==> src/rtl/multi_word_reg_bank.sv <==
`default_nettype none
// ============================================================================
// Module   : multi_word_reg_bank
// Brief    : NUM_WORDS x DATA_WIDTH register bank with registered read path
//            and hardware detection of read-directly-after-write violations.
// Revision : 1.0 - initial release
// ============================================================================
module multi_word_reg_bank #(
    parameter int                    NUM_WORDS      = 2,
    parameter int                    DATA_WIDTH     = 16,
    parameter logic [DATA_WIDTH-1:0] RESET_VALUE    = '0,
    parameter int                    VIOL_CNT_WIDTH = 8
) (
    input  logic                      clk,
    input  logic                      rst_n,
    input  logic [NUM_WORDS-1:0]      write_enable,
    input  logic [NUM_WORDS-1:0]      read_enable,
    input  logic [DATA_WIDTH-1:0]     write_data,
    input  logic                      viol_clear,
    output logic [DATA_WIDTH-1:0]     read_data,
    output logic                      read_valid,
    output logic                      b2b_violation,
    output logic [VIOL_CNT_WIDTH-1:0] viol_count
);

    localparam logic [VIOL_CNT_WIDTH-1:0] c_CNT_MAX = {VIOL_CNT_WIDTH{1'b1}};
    localparam logic [VIOL_CNT_WIDTH-1:0] c_CNT_ONE = VIOL_CNT_WIDTH'(1);

    logic [NUM_WORDS-1:0][DATA_WIDTH-1:0] r_words;
    logic [DATA_WIDTH-1:0]                r_read_data;
    logic                                 r_read_valid;
    logic                                 r_b2b_violation;
    logic [VIOL_CNT_WIDTH-1:0]            r_viol_count;
    logic                                 r_wr_q;

    logic [DATA_WIDTH-1:0]                w_rd_data;
    logic                                 w_rd_req;
    logic                                 w_viol;

    assign w_rd_req = |read_enable;
    assign w_viol   = w_rd_req & r_wr_q;

    // Scan from the top so the lowest requested word wins; words are read
    // before this edge's write lands, giving read-before-write semantics.
    always_comb begin
        w_rd_data = r_read_data;
        for (int i = NUM_WORDS - 1; i >= 0; i--) begin
            if (read_enable[i]) begin
                w_rd_data = r_words[i];
            end
        end
    end

    always_ff @(posedge clk or negedge rst_n) begin
        if (!rst_n) begin
            for (int i = 0; i < NUM_WORDS; i++) begin
                r_words[i] <= RESET_VALUE;
            end
        end else begin
            for (int i = 0; i < NUM_WORDS; i++) begin
                if (write_enable[i]) begin
                    r_words[i] <= write_data;
                end
            end
        end
    end

    always_ff @(posedge clk or negedge rst_n) begin
        if (!rst_n) begin
            r_read_data     <= '0;
            r_read_valid    <= 1'b0;
            r_b2b_violation <= 1'b0;
            r_viol_count    <= '0;
            r_wr_q          <= 1'b0;
        end else begin
            r_read_data     <= w_rd_data;
            r_read_valid    <= w_rd_req;
            r_b2b_violation <= w_viol;
            r_wr_q          <= |write_enable;
            // Clear takes priority over a coincident violation.
            if (viol_clear) begin
                r_viol_count <= '0;
            end else if (w_viol && (r_viol_count != c_CNT_MAX)) begin
                r_viol_count <= r_viol_count + c_CNT_ONE;
            end
        end
    end

    assign read_data     = r_read_data;
    assign read_valid    = r_read_valid;
    assign b2b_violation = r_b2b_violation;
    assign viol_count    = r_viol_count;

endmodule
`default_nettype wire

==> config.mk <==
export PLATFORM = sky130hd
export DESIGN_NAME = multi_word_reg_bank
export DESIGN_NICKNAME = d
export VERILOG_FILES = /design/src/rtl/multi_word_reg_bank.sv
export SDC_FILE = /design/constraint.sdc
export NUM_CORES = 1
export LEC_CHECK = 0
export CAP_MARGIN = 0
export CORE_MARGIN = 2
export CORE_UTILIZATION = 46
export CTS_CLUSTER_DIAMETER = 120
export DETAILED_ROUTE_END_ITERATION = 6
export HOLD_SLACK_MARGIN = 0.08
export PLACE_DENSITY = 0.82
export SLEW_MARGIN = 5
export SYNTH_ARGS = -nofsm -noshare
export SYNTH_HDL_FRONTEND = slang
export SYNTH_SLANG_ARGS = --single-unit
==> constraint.sdc <==
create_clock -name clk -period 1.5 [get_ports clk]
set_input_delay 0.15 -clock clk [delete_from_list [all_inputs] [get_ports clk]]
set_output_delay 0.15 -clock clk [all_outputs]
set_load 0.02 [all_outputs]
# == After elaboration in Yosys (flattened, before gate mapping) ==
# Index checks and enable logic that the tools add are counted.
# totals
ff_bits,59
inputBits,23
output_inout_bits,26
wordCells,19
# op_classes
addsub,1
n_eq_ne,1
n_mux,4
n_bitwise,1
n_reduce_logical,5
# op_table
operator,n
$mux W16,2
$mux W8,2
$add A8 B1 Y8 const B,1
$ne A8 B8 Y1 const B,1
$reduce_bool A2 Y1,2
$reduce_or A2 Y1,2
$and A1 B1 Y1,1
$logic_and A1 B1 Y1,1

# == Depth between registers and ports, before layout ==
# depth
word_depth,5
ltp_mapped,5
ltp_nobuf,4

# == Worst setup path after synthesis ==
# OpenSTA, ideal clock, no wires.
# synth_timing
path_type,register to register
from,"register r_viol_count[0], in the netlist viol_count[0]"
to,"register r_viol_count[3], in the netlist viol_count[3]"
setup_ns,0.125
arrival_time_ns,1.561
required_time_ns,1.375
slack_ns,-0.186
path_stages_with_launch,6
n_path_buf,1
synth_period_minus_slack_ns,1.686
cell_sequence,dfrtp_1 -> ha_1 -> and4_1 -> buf_6 -> a211oi_2 -> mux2_4
# synth_between
elab_chain_cells,3
word_cells_on_any_way,6
classes_between,add/sub (1); eq/ne (1); mux (2); reduce/logical (2)
# synth_rtl
element,line,text
from (decl),33,logic [VIOL_CNT_WIDTH-1:0] r_viol_count;
from (signal assigned),84,r_viol_count <= r_viol_count + c_CNT_ONE;
$add A8 B1 Y8 or $ne A8 B8 Y1 (tied branches),"84, 83",
$mux W8 or $logic_and A1 B1 Y1 (tied branches),83,end else if (w_viol && (r_viol_count != c_CNT_MAX)) begin
$mux W8 or $reduce_bool A2 Y1 (tied branches),--,
# Several ways; a longest one is shown, not always the timed one. The select of a mux whose other input is x is not followed.
# A chain may end at the register's enable or synchronous reset.

# == Worst setup path in the final report ==
# layout_timing
from,"register r_read_data[15], in the netlist read_data[15]"
to,output port read_data[15]
# layout_lines
element,line,text
from (decl),30,logic [DATA_WIDTH-1:0] r_read_data;
from (signal assigned),76,r_read_data <= w_rd_data;
to (decl),20,"output logic [DATA_WIDTH-1:0] read_data,"
# No word-level cell between the ends.

==> summary.txt <==
Power and ir drop
  – Comb power frac: 0.156
  – Flop pwr share: 0.465
  – Clock power share: 0.378
  – P_sw: 0.965 mW
  – Power per Cell Area: roughly 1200 nW/um^2
  – Total power draw: 3.95 mW
  – Switch share: 0.244
  – Internal power: approximately 3.0 mW
  – LEAKAGE: 1.50 nW
  – Peak VDD IR: about 0.00074 V

Final layout
  – Footprint of the multi-input gates: 997 um^2
  – Ant diodes: 0
  – Area delta synth->final: 34.2%
  – FILL cells: around 450
  – # nets final: roughly 280
  – Share of cells above drive strength 1: 0.275
  – Post-route cell area: ~3400 um^2
  – Commonest non-fill, non-tap cell in the layout: dfrtp_1
  – Commonest non-fill, non-tap cells in the layout: dfrtp_1 (57), clkdlybuf4s50_1 (38), mux2_2 (32), mux2i_1 (18), nand2_1 (17)
  – FF+latch area: roughly 1500 um^2

Worst setup path
  – Worst-path cell chain: clkdlybuf4s50_1
  – Buf/Inv on CP: 1
  – CP required: roughly 1.4 ns
  – Arr. time, crit path: roughly 1.3 ns
  – Critical path startpoint category: flop
  – Worst path top cell family by delay: buffers and inverters
  – Critical path class: reg2out
  – Setup crit end kind: output pin
  – CP max FO: 2
  – Worst path max stage delay: between 0.6 and 0.7 ns
  – Slowest cell on crit path: clkdlybuf4s50_1

Clock tree
  – CTS max path bufs: 2
  – Cts bufs inserted: 9
  – Worst-path clk slew: approximately 0.060 ns
  – Later-pin clock latency in the skew report: roughly 0.33 ns
  – CTS tree: yes
  – CTS H-tree depth: 3
  – CTS Root Cell: clkbuf_8
  – Sink Count: just under 60
  – Setup bufs post-CTS: 0

Placed design
  – PortBufs: 48
  – GPL Wtd Cong: slightly above 0.8
  – Post-DP Area: 3190 um^2
  – Dpl hpwl: between 3 and 4 mm

Timing
  – Worst Tran Pin Value: about 0.47 ns
  – RSZ-0062 raised after global routing: false
  – Final worst path period need: ~1.5 ns
  – Fmax: about 680 MHz
  – Final period utilization: 0.976
  – Hold slack: roughly 0.34 ns
  – Max-slew violation count: 0
  – Final setup vio count: 0
  – Clock Skews: approximately 0.0073 ns
  – Hold Vio Cnt, Final: 0
  – Slew margin rel.: 0.685

Synthesis
  – Synth area leader: dfrtp_1
  – Post-synth top area share: 0.582
  – Seq/Total Area, Yosys: 0.582
  – Avg Synthesized Cell Area: 12.9 um^2
  – Area of the mapped netlist: ~2500 um^2
  – Synth top area cells: dfrtp_1 (58%), mux2_2 (14%), mux2i_1 (7.1%), o21ai_0 (3.2%), nand2_1 (2.5%)
  – Dominant synthesized flop cell: dfrtp_1
  – Warnings, synthesis: 0
  – Asr flop ratio synth: 1.00
  – Syn Inst Count: just under 200
  – Distinct cells, synth: 31
  – Post-synth EDFFs: 0
  – Flops & latches, synth: 59
  – Mapped Nets: 220

Global route
  – First-pass GRT wire length: approximately 8.7 mm
  – Tot GR Track Use: 0.186
  – Antenna violations before repair: 0
  – GRT Residual Overflow: 0
  – Vias in the first global route: between 1,500 and 2,000
  – Largest net degree at the start of global routing: 60

Run status
  – Status: finished, final reports clean

Route
  – Routed vias/inst: 5.27
  – Initial DRC Count: 61
  – Via count: 1,759
  – Drt total wl: just over 5 mm
  – # DRC: 0
  – WL per Instance: ~15 um
  – Antenna Violating Nets Remaining: 0
  – DR pass1 iterations: 4

Floorplanning
  – Area of the die: 6120 um^2
  – Chip height: between 70 and 80 um
  – Initial Utilization: 0.469
  – Core box area: 5410 um^2
  – Row Count: 27
  – Die Width: between 70 and 80 um
  – I/O Pins: 49

Job
  – # Max-Cap Violations: 0

Worst hold path
  – Hold Path Class: in2async
[worst paths after layout]
kind | startpoint | to | slack [ns] | cells after the start
max in group asynchronous | rst_n | viol_count[1]$_DFFE_PN0P_ | 0.88 | 3
min | rst_n | b2b_violation$_DFF_PN0_ | 0.34 | 3
min reg2reg | r_words[12]$_DFFE_PN0P_ | read_data[12]$_DFFE_PN0P_ | 0.48 | 2
min in group clk | write_data[2] | r_words[18]$_DFFE_PN0P_ | 0.46 | 2
max | read_data[15]$_DFFE_PN0P_ | read_data[15] | 0.04 | 1
max reg2reg | viol_count[0]$_DFFE_PN0P_ | viol_count[3]$_DFFE_PN0P_ | 0.04 | 4
[layout make-up]
| cell class | count | area share |
|---|---|---|
| Tap cell | 72 | 0.0265 |
| Clock buffer | 15 | 0.0518 |
| Sequential cell | 59 | 0.434 |
| Timing Repair Buffer | 62 | 0.180 |
| Multi-Input combinational cell | 120 | 0.293 |
| Inverter | 5 | 0.00551 |
| Clock inverter | 1 | 0.00882 |
[sequential cells by signal, summed over array words and instances (netlist names)]
signal / cells
b2b_violation: 1
viol_count: 8
read_data: 16
r_wr_q: 1
r_words: 32
read_valid: 1
[logic make-up after synthesis]
| family | Yosys count | synth area share |
|---|---|---|
| AND/OR/NAND/NOR | 40 | 0.0789 |
| adder cells (fa/ha/maj) | 1 | 0.00493 |
| buffers and inverters | 17 | 0.0335 |
| flip-flops | 59 | 0.582 |
| multiplexers | 53 | 0.231 |
| AO/OA/AOI/OAI | 26 | 0.0696 |
[what timing repair did]
item                       in CTS  in global routing
gates cloned                    0                  0
pin swaps                       0                  1
hold endpoints to repair       59                  0
hold buffers                    1                  0
gates resized for setup         8                  4
setup endpoints to repair       8                  6
[cells in the mapped netlist (3+ instances only)]
master / instances
dfrtp_1: 59
nor2_1: 3
nand2_1: 17
inv_1: 5
clkbuf_1: 4
mux2_2: 32
mux2i_1: 18
nor2b_1: 3
nand2b_1: 3
buf_2: 5
o21ai_0: 16
mux2_4: 3
nand3_1: 4
[power groups by stage]
| stage | Combinational [mW] | Sequential [mW] | Clock (mW) |
|---|---|---|---|
| 3_3_place_gp | 0.608 | 1.86 | 0 |
| 4_1_cts | 0.626 | 1.84 | 1.52 |
| 3_5_place_dp | 0.626 | 1.86 | 0 |
| 5_1_grt | 0.670 | 1.85 | 1.59 |
| 6_report | 0.617 | 1.84 | 1.49 |
| 2_1_floorplan | 0.240 | 1.93 | 0 |
[layer usage]
layer,up-vias,GRT usage,share of wire
met5,-,0,0
met4,0,0.109,0.024
met3,10,0.0322,0.036
met2,43,0.307,0.51
met1,894,0.230,0.43
li1,812,-,-
[stage by stage]
step | setup WS, ns | utilization | std cells | setup TNS (ns)
after floorplan | -0.0915 | - | 196 | -0.245
after global placement | 0.0353 | 0.589 | 317 | 0
after detailed placement | -0.00227 | 0.589 | 317 | -0.00227
after CTS | 0.00485 | 0.628 | 334 | 0
after global routing | 0.00233 | 0.630 | 334 | 0
final | 0.0359 | 0.630 | 334 | 0
Note: power is estimated with default switching activity, not from simulation.
